==> src/rtl/cla_pkg.sv <==
// Shared gpk encoding and elaboration helpers for the pipelined carry-lookahead adder.
// Build option CLA_OVF_EN (in the top) adds a registered signed-overflow output.
`ifndef CLA_PREFIX_LEVELS
`define CLA_PREFIX_LEVELS(w) (cla_pkg::clog2(w))
`endif

package cla_pkg;

   typedef enum logic [1:0] {
      GPK_KILL = 2'b00,
      GPK_PROP = 2'b01,
      GPK_GEN  = 2'b11
   } gpk_t;

   function automatic int clog2(input int value);
      int r;
      r = 0;
      while ((1 << r) < value) r++;
      return r;
   endfunction

   function automatic gpk_t gpk_of(input logic a, input logic b);
      gpk_t code;
      code = GPK_PROP;
      if (a == b) code = a ? GPK_GEN : GPK_KILL;
      return code;
   endfunction

   // Index (0-based) of the pipeline register placed after prefix level `level`, or -1.
   function automatic int stage_at_level(input int level, input int levels, input int stages);
      int r;
      r = -1;
      for (int j = 1; j < stages; j++) begin
         if ((j * levels) / stages == level) r = j - 1;
      end
      return r;
   endfunction

endpackage

==> src/rtl/gpk_combine.sv <==
// Kogge-Stone prefix cell: the upper group wins unless it only propagates.
module gpk_combine
   import cla_pkg::*;
(
   input  logic [1:0] hi,
   input  logic [1:0] lo,
   output logic [1:0] y
);

   assign y = (hi != GPK_PROP) ? hi : lo;

endmodule

==> src/rtl/cla_pipe_adder.sv <==
// Pipelined Kogge-Stone carry-lookahead adder with valid/ready at both ends.
// Build option CLA_OVF_EN adds the ovf port (signed overflow, registered with sum).
module cla_pipe_adder
   import cla_pkg::*;
#(
   parameter int WIDTH  = 64,
   parameter int STAGES = 2
) (
   input  logic             clk,
   input  logic             rst_n,
   input  logic             in_valid,
   output logic             in_ready,
   input  logic [WIDTH-1:0] a,
   input  logic [WIDTH-1:0] b,
   input  logic             cin,
   output logic             out_valid,
   input  logic             out_ready,
   output logic [WIDTH-1:0] sum,
   output logic             cout
`ifdef CLA_OVF_EN
   ,
   output logic             ovf
`endif
);

   localparam int LEVELS = `CLA_PREFIX_LEVELS(WIDTH);
   localparam int PAD    = 1 << LEVELS;

   typedef logic [PAD-1:0][1:0] gvec_t;

   gvec_t             gen_g;
   gvec_t             node_g [LEVELS+1];
   gvec_t             src_g  [LEVELS+1];
   logic [WIDTH-1:0]  node_x [LEVELS+1];
   logic [WIDTH-1:0]  src_x  [LEVELS+1];
   logic              node_c [LEVELS+1];
   logic              src_c  [LEVELS+1];

   logic [STAGES-1:0] valid;
   logic [STAGES-1:0] en;
   logic [STAGES-1:0] up_valid;
   logic              stall;
   logic              fire;
   logic [WIDTH:0]    carry;

   // Handshake: a transfer happens on a rising edge where valid && ready; ready never
   // looks at the same side's valid, and a presented result holds until it is taken.
   assign out_valid = valid[STAGES-1];
   assign stall     = valid[STAGES-1] && !out_ready;
   assign in_ready  = !stall;
   assign fire      = in_valid && in_ready;

   // A stage may load when it is empty or its successor is loading, so bubbles collapse.
   always_comb begin
      en       = '0;
      up_valid = '0;
      en[STAGES-1] = !valid[STAGES-1] || out_ready;
      for (int k = STAGES - 2; k >= 0; k--) en[k] = !valid[k] || en[k+1];
      up_valid[0] = fire;
      for (int k = 1; k < STAGES; k++) up_valid[k] = valid[k-1];
   end

   always_ff @(posedge clk or negedge rst_n) begin
      if (!rst_n) valid <= '0;
      else        valid <= (en & up_valid) | (~en & valid);
   end

   always_comb begin
      gen_g = '0;
      for (int i = 0; i < WIDTH; i++) gen_g[i] = gpk_of(a[i], b[i]);
      // cin is the bit -1 code; folding it into bit 0 keeps the tree at clog2(WIDTH) levels
      if (gen_g[0] == GPK_PROP) gen_g[0] = cin ? GPK_GEN : GPK_KILL;
   end

   assign node_g[0] = gen_g;
   assign node_x[0] = a ^ b;
   assign node_c[0] = cin;

   for (genvar m = 0; m < LEVELS; m++) begin : g_lvl
      localparam int SI = stage_at_level(m, LEVELS, STAGES);

      if (SI >= 0) begin : g_reg
         gvec_t            g_q;
         logic [WIDTH-1:0] x_q;
         logic             c_q;

         always_ff @(posedge clk or negedge rst_n) begin
            if (!rst_n) begin
               g_q <= '0;
               x_q <= '0;
               c_q <= 1'b0;
            end else if (en[SI] && up_valid[SI]) begin
               g_q <= node_g[m];
               x_q <= node_x[m];
               c_q <= node_c[m];
            end
         end

         assign src_g[m] = g_q;
         assign src_x[m] = x_q;
         assign src_c[m] = c_q;
      end else begin : g_wire
         assign src_g[m] = node_g[m];
         assign src_x[m] = node_x[m];
         assign src_c[m] = node_c[m];
      end

      for (genvar i = 0; i < PAD; i++) begin : g_bit
         if (i >= (1 << m)) begin : g_cell
            gpk_combine u_combine (
               .hi (src_g[m][i]),
               .lo (src_g[m][i - (1 << m)]),
               .y  (node_g[m+1][i])
            );
         end else begin : g_pass
            assign node_g[m+1][i] = src_g[m][i];
         end
      end

      assign node_x[m+1] = src_x[m];
      assign node_c[m+1] = src_c[m];
   end

   assign src_g[LEVELS] = node_g[LEVELS];
   assign src_x[LEVELS] = node_x[LEVELS];
   assign src_c[LEVELS] = node_c[LEVELS];

   // Padding lanes sit above every real bit, so they can never reach cout.
   if (PAD > WIDTH) begin : g_pad
      logic unused_pad;
      assign unused_pad = ^src_g[LEVELS][PAD-1:WIDTH];
   end

   always_comb begin
      carry    = '0;
      carry[0] = src_c[LEVELS];
      for (int i = 1; i <= WIDTH; i++) carry[i] = (src_g[LEVELS][i-1] == GPK_GEN);
   end

   always_ff @(posedge clk or negedge rst_n) begin
      if (!rst_n) begin
         sum  <= '0;
         cout <= 1'b0;
      end else if (en[STAGES-1] && up_valid[STAGES-1]) begin
         sum  <= src_x[LEVELS] ^ carry[WIDTH-1:0];
         cout <= carry[WIDTH];
      end
   end

`ifdef CLA_OVF_EN
   always_ff @(posedge clk or negedge rst_n) begin
      if (!rst_n)                                   ovf <= 1'b0;
      else if (en[STAGES-1] && up_valid[STAGES-1]) ovf <= carry[WIDTH-1] ^ carry[WIDTH];
   end
`endif

endmodule

==> config.mk <==
export PLATFORM = sky130hd
export DESIGN_NAME = cla_pipe_adder
export DESIGN_NICKNAME = d
export VERILOG_FILES = /design/src/rtl/cla_pkg.sv /design/src/rtl/gpk_combine.sv /design/src/rtl/cla_pipe_adder.sv
export SDC_FILE = /design/constraint.sdc
export NUM_CORES = 1
export LEC_CHECK = 0
export ABC_AREA = 1
export ABC_CLOCK_PERIOD_IN_PS = 1300
export CORE_MARGIN = 2
export CORE_UTILIZATION = 42
export CTS_BUF_LIST = sky130_fd_sc_hd__clkbuf_4
export DETAILED_ROUTE_END_ITERATION = 6
export PLACE_DENSITY = 0.7
export SLEW_MARGIN = 5
export SYNTH_ARGS = -nofsm -noshare
export SYNTH_HDL_FRONTEND = slang
export SYNTH_SLANG_ARGS = --single-unit
==> constraint.sdc <==
create_clock -name clk -period 1.3 [get_ports clk]
set_input_delay 0.26 -clock clk [delete_from_list [all_inputs] [get_ports clk]]
set_output_delay 0.26 -clock clk [all_outputs]
set_load 0.02 [all_outputs]
==> qor.yml, run 1 <==
hp-class: "input pin to async pin"
hold_viol_final: 0
grt_overflow: 0
startpoint_type: "flip-flop"
cpMostUsedCell: "nand2_1"
place_ws_ns: -0.946
die_area_mm2: 0.0408
vias: 18100
r2r_slack_ns: -0.39
layout-drive-gt1-share: 0.314
synth_cell_types: 34
route.met3.wl_um: 5970
yosys_warnings: 0
worstRegToRegCells: 11
setup_ws_ns: -0.395
area_growth_syn_to_layout_pct: 57.7
path_delay_family: "buffers and inverters"
grt_pass1_vias: 18400
antenna_left: 0
outcome: "finished, violations left"
drt_first_pass_iters: 6
max_slew_margin: 0.593
die_h_um: 202
cts-root-buf: "clkbuf_4"
ir_drop_uv: 866
maxUsedRoutingLayer: "met5"
io_pins: 200
clockBufferDepth: 3
met2_length_um: 30200
worst_slew_pin_slew_ns: 0.604
finalSetupViolCount: 324
clkSinkCount: 258
cts_made_buffers: 77
regToRegEndpoint: "g_lvl[3].g_reg.g_q[108]"
grt_max_degree: 67
worstPathMaxFanout: 5
drt_iter0_drc: 1297
ys_seq_area_frac: 0.392
wirelength_um: 65500
cts_tree: "done"
track_usage: 0.313
layout_commonest_cell: "nand2_1"
start_util: 0.426
clock_skew_ns: 0.0585
antenna_found_initial: 3
final_max_slew_viol_count: 0
arrival_ns: 2.35
end_kind: "flip-flop"
grt_pass1_wl_um: 98400
crit_required_ns: 1.95
min_period_ns: 1.69
nets: 3233
syn_area_mm2: 0.0165
die_w_um: 202
hpwl_um: 42300
ys_seq_elements: 258
fillers: 3121
rows: 72
syn_nets: 2523
fin_util: 0.671
drc: 0
crit_buf_inv: 6
globalplace.congestion: 0.890
via_per_inst: 5.12
power_leakage_uw: 0.0137
fmax_mhz: 590
max_stage_delay_ns: 0.41
crit_slowest_cell: "dfrtp_2"
worstSkewPairLatency_ns: 0.77
fin_tns_setup_ns: -85.65
avgSynthCellArea_um2: 7.27
worstPathCellList: "inv_2, nor2_4, inv_4, buf_8, nand2_8, buf_12, buf_16, buf_4, a21oi_1, nand2_1, nand2_1"
layout_common_cells: "nand2_1, buf_4, inv_1, dfrtp_1, o21ai_1"
power.density_mw_per_mm2: 1450
rsz0062_at_grt: "true"
path_clk_slew_ns: 0.07
failed_checks: "setup timing"
syn_inst: 2266
fin_total_pwr_uw: 37800
drt-met1-wl_um: 26600
hold_ws_ns: 0.0889
maxCapViolCount: 0
io_buffers: 199
htreeDepth: 3
critPathKind: "flip-flop to flip-flop"
period_share: 1.30
wl_per_cell_um: 18.5
core_area_mm2: 0.0387
## layer usage
| metal | vias to the layer above | track usage |
|---|---|---|
| met1 | 8567 | 0.388 |
| met4 | 2 | 0.142 |
| li1 | 8674 | - |
| met5 | - | 0 |
| met2 | 732 | 0.508 |
| met3 | 173 | 0.0879 |
## flip-flops by register name, indices dropped and copies added, names as in the netlist, named ones only
name	count
g_lvl.g_reg.g_q	126
g_lvl.g_reg.x_q	64
sum	64
cout	1
g_lvl.g_reg.c_q	1
## Yosys cell counts
| cell | number | area (um2) |
|---|---|---|
| a21boi_0 | 5 | 37.5 |
| a21o_1 | 1 | 7.51 |
| a21oi_1 | 131 | 656 |
| a22oi_1 | 1 | 7.51 |
| a31oi_1 | 4 | 25.0 |
| and2_1 | 4 | 25.0 |
| buf_2 | 15 | 75.1 |
| buf_4 | 6 | 45.0 |
| buf_6 | 20 | 225 |
| buf_8 | 2 | 30.0 |
| clkbuf_1 | 14 | 52.6 |
| dfrtp_1 | 258 | 6460 |
| ha_1 | 124 | 1550 |
| inv_1 | 371 | 1390 |
| inv_2 | 2 | 7.51 |
| inv_4 | 1 | 6.26 |
| mux2i_1 | 1 | 10.0 |
| nand2_1 | 653 | 2450 |
| nand2_4 | 1 | 11.3 |
| nand3_1 | 112 | 561 |
| nand4_1 | 1 | 6.26 |
| nor2_1 | 118 | 443 |
| nor2_2 | 2 | 12.5 |
| o211ai_1 | 19 | 143 |
| o21a_1 | 17 | 128 |
| o21ai_0 | 279 | 1400 |
| o21ai_1 | 29 | 145 |
| o21bai_1 | 17 | 128 |
| o31ai_1 | 1 | 7.51 |
| or2_0 | 2 | 12.5 |
| or2_1 | 10 | 62.6 |
| or2_2 | 11 | 68.8 |
| xnor2_1 | 5 | 43.8 |
| xor2_1 | 29 | 254 |
## cell type report
| class | instances | area (um2) | share of cell area |
|---|---|---|---|
| clock inverters | 21 | 161 | 0.00621 |
| clock buffers | 107 | 803 | 0.0309 |
| multi-input cells | 1579 | 9510 | 0.366 |
| well taps | 518 | 648 | 0.0249 |
| inverters | 374 | 1430 | 0.0549 |
| repair buffers | 686 | 6980 | 0.269 |
| diodes | 2 | 5.00 | 0.000192 |
| flip-flops and latches | 258 | 6460 | 0.248 |
## kinds of logic (layout without fill, tap and decap cells)
kind of cell	after synthesis	count (layout)	synth area share
adders and majority gates	124	124	0.0941
buffers and inverters	431	1188	0.111
DFF	258	258	0.392
xor gates and xnor gates	34	34	0.0181
muxes	1	1	0.000607
AOI/OAI and AO/OA	504	504	0.163
and+or+nand+nor	914	916	0.222
other	0	2	0
## power by group
group	internal (uW)	switching (uW)
logic	8390	9170
clock network	4360	3930
registers	10100	1840
## worst reg2reg max path, stage by stage, from the launching register on
cell,delay [ns]
dfrtp_2,0.41
inv_2,0.07
nor2_4,0.04
inv_4,0.06
buf_8,0.15
nand2_8,0.14
buf_12,0.21
buf_16,0.13
buf_4,0.14
a21oi_1,0.11
nand2_1,0.06
nand2_1,0.07
## through the flow
stage                     instances  area [um2]
final                          3545       26000
after detailed placement       3275       21700
after CTS                      3506       25100
after floorplan                2266       16600
after global placement         3275       21700
after global routing           3544       26000
## timing repair
| item | in CTS | in global routing |
|---|---|---|
| setup endpoints to repair | 307 | 324 |
| pin swaps | 59 | 32 |
| cloned | 31 | 10 |
| hold buffers | 2 | 0 |
| resized for setup | 668 | 194 |
| endpoints found under the hold margin | 258 | 0 |
| setup buffers | 71 | 37 |
## worst max-delay path by stage
stage	cells past startpoint	endpoint
after detailed placement	10	g_lvl[3].g_reg.g_q[72]
after CTS	4	in_ready
after global routing	4	in_ready
after global placement	10	g_lvl[3].g_reg.g_q[72]
final	11	g_lvl[3].g_reg.g_q[108]
after floorplan	9	g_lvl[3].g_reg.g_q[65]
No activity file was read; power rests on OpenSTA's default activity.
==> inputs of run 2 (changes only) <==
CORE_MARGIN = unset   (was 2)
PLACE_DENSITY = 0.69   (was 0.7)
SYNTH_HIERARCHICAL = 1   (was unset)
==> run 2 against run 1 <==
The run still ends with setup timing left; largest cell class unchanged; clock power decreased by 2%; routed wire length increased by 26%; combinational power increased by 17%; count of clock-buffer cells in the layout grew 2.
==> qor.yml, run 2 <==
outcome: "finished, violations left"
failed_checks: "setup timing"
end_kind: "output pin"
yosys_warnings: 6  # +6
grt_max_degree: 47  # -30%
layout-drive-gt1-share: 0.275  # -0.0391
cts-root-buf: "clkbuf_4"
ir_drop_uv: 684  # -21%
globalplace.congestion: 1.00  # +13%
cts_made_buffers: 76  # -1.3%
largest_register_ffs: 127  # +0.79%
io_pins: 200  # unchanged
worstSkewPairLatency_ns: 0.88  # +0.11 ns
ys_seq_elements: 259  # +0.39%
vias: 24200  # +33%
wl_per_cell_um: 16.5  # -11%
syn_nets: 3938  # +56%
worst_slew_pin_slew_ns: 0.480  # -0.124 ns
synth_top_cell_by_area: "dfrtp_1"
fin_total_pwr_uw: 41600  # +10%
syn_inst: 3679  # +62%
start_util: 0.427  # +0.000984
dpl_cell_area_mm2: 0.0252  # +16%
max_slew_margin: 0.680  # +0.0866
io_buffers: 199  # unchanged
p_int_uw: 23300  # +1.9%
ys.flop_type: "dfrtp_1"
synth_top_area_share: 0.310  # -0.0812
track_usage: 0.299  # -0.0135
combPwrFrac: 0.496  # +0.032
synth_edf_count: 0  # unchanged
power_switching_uw: 18300  # +22%
die_w_um: 225  # +11%
rows: 81  # +13%
grt_pass1_wl_um: 116000  # +18%
path_clk_slew_ns: 0.07  # about the same
hpwl_um: 54800  # +30%
grt_pass1_vias: 21600  # +17%
via_per_inst: 4.83  # -5.7%
wirelength_um: 82700  # +26%
core_area_mm2: 0.0490  # +26%
largest_registers: "g_lvl.g_reg.g_q: 127 flops, g_lvl.g_reg.x_q: 64 flops, sum: 64 flops"
ys_async_sr_fraction: 1.00  # unchanged
swShare: 0.440  # +0.0445
period_share: 1.37  # +0.0706
seq_power_share: 0.308  # -0.008
power.density_mw_per_mm2: 1330  # -8.6%
startpoint_type: "flip-flop"
synth_common_cells: "nand2_1, inv_1, nor2_1, dfrtp_1, nand3_1"
maxCapViolCount: 0  # unchanged
regMostFlops: "g_lvl.g_reg.g_q"
hp-class: "input pin to async pin"
clockBufferDepth: 3  # unchanged
clock_skew_ns: 0.0960  # +0.0375 ns
ys_seq_area_frac: 0.310  # -0.0812
synth_cell_types: 15  # -56%
synthTopCellsByArea: "dfrtp_1, nand2_1, inv_1"
antenna_found_initial: 2  # -1
hold_viol_final: 0  # unchanged
worstPathMaxFanout: 2  # -3
crit_required_ns: 1.04  # -0.91 ns
stdcell_count: 5001  # +41%
reg2reg_from: "g_lvl[3].g_reg.g_q[94]"
fmax_mhz: 560  # -5.1%
syn_area_mm2: 0.0209  # +27%
grt_overflow: 0  # unchanged
antenna_left: 0  # unchanged
cts_tree: "done"
p_clk_frac: 0.196  # -0.023
rsz0062_at_grt: "true"
nets: 4542  # +40%
power_leakage_uw: 0.0189  # +38%
area_growth_syn_to_layout_pct: 49.9
arrival_ns: 1.53  # -0.82 ns
drc: 0  # unchanged
clkSinkCount: 259  # +0.39%
placed_cells: 4695  # +43%
layout_common_cells: "nand2_1, inv_1, nor2_1, buf_4, nand2_2"
yosysMostFrequentCell: "nand2_1"
htreeDepth: 3  # unchanged
avgSynthCellArea_um2: 5.67  # -22%
min_period_ns: 1.79  # +0.0918 ns
drt_first_pass_iters: 6  # unchanged
finalSetupViolCount: 326  # +0.62%
layout_commonest_cell: "nand2_1"
drt_iter0_drc: 2212  # +71%
fin_util: 0.639  # -0.0321
finalInstanceArea_mm2: 0.0313  # +20%
fillers: 4123  # +32%
die_h_um: 225  # +11%
critPathKind: "flip-flop to output pin"
setup_ws_ns: -0.487  # -0.0918 ns
die_area_mm2: 0.0506  # +24%
final_max_slew_viol_count: 0  # unchanged
-- run 2: through the flow --
step                setup slack, ns  hold WS (ns)  setup TNS (ns)
floorplan                   0.00558       -0.0356               0
global placement             -0.782         0.169         -138.23
detailed placement           -0.822         0.167         -143.08
CTS                          -0.534        0.0316          -92.27
global route                 -0.531        0.0698         -104.27
finish                       -0.487        0.0692          -95.43
-- run 2: logic make-up (layout without fill, tap and decap cells) --
kind of cell	after synthesis	after routing	share of synthesized area
buffers and inverters	978	1628	0.181
AO/OA/AOI/OAI	5	5	0.00120
flip-flops	259	259	0.310
adder cells (fa/ha/maj)	126	126	0.0755
other	0	4	0
AND/OR/NAND/NOR	2311	2315	0.431
-- run 2: path summary, 6_finish.rpt --
path | end | slack, ns | cells past startpoint
setup reg to reg | sum[56] | -0.43 | 11
hold / removal | g_lvl[3].g_reg.x_q[48] | 0.07 | 3
max in group asynchronous | g_lvl[3].g_reg.g_q[74] | 0.87 | 3
min in group clk | g_lvl[3].g_reg.x_q[0] | 0.16 | 4
hold reg to reg | g_lvl[3].g_reg.x_q[39] | 0.51 | 2
setup / recovery | out_valid | -0.49 | 2
-- run 2: per-layer routing --
metal	GRT usage	wire (um)
met2	0.492	38300
met1	0.397	32400
met4	0.102	4510
met3	0.0512	7480
met5	0	0
-- run 2: layout make-up --
| cell class | instances | area (um2) | share of cell area |
|---|---|---|---|
| diodes | 4 | 10.0 | 0.000320 |
| clock buffers | 109 | 818 | 0.0262 |
| multi-input cells | 2446 | 13000 | 0.414 |
| well taps | 664 | 831 | 0.0266 |
| clock inverters | 19 | 125 | 0.00400 |
| inverters | 902 | 3400 | 0.109 |
| flip-flops and latches | 259 | 6550 | 0.209 |
| repair buffers | 598 | 6590 | 0.210 |
-- run 2: critical path, cell delays in order, from the launching register on --
cell     delay (ns)
dfrtp_2        0.45
buf_6          0.13
buf_6          0.12
-- run 2: timing repair --
action | CTS | global route
gates cloned | 31 | 20
gates resized for setup | 701 | 572
pin swaps | 139 | 168
endpoints found under the hold margin | 289 | 0
setup endpoints to repair | 322 | 325
setup buffers | 71 | 54
hold buffers | 4 | 0
-- run 2: power groups by stage --
stage	registers (uW)	clock network, uW	logic, uW
finish	12800	8140	20600
global route	12900	8590	22300
detailed placement	12200	0	14200
CTS	12300	8000	17000
floorplan	12200	0	7380
global placement	12200	0	14000
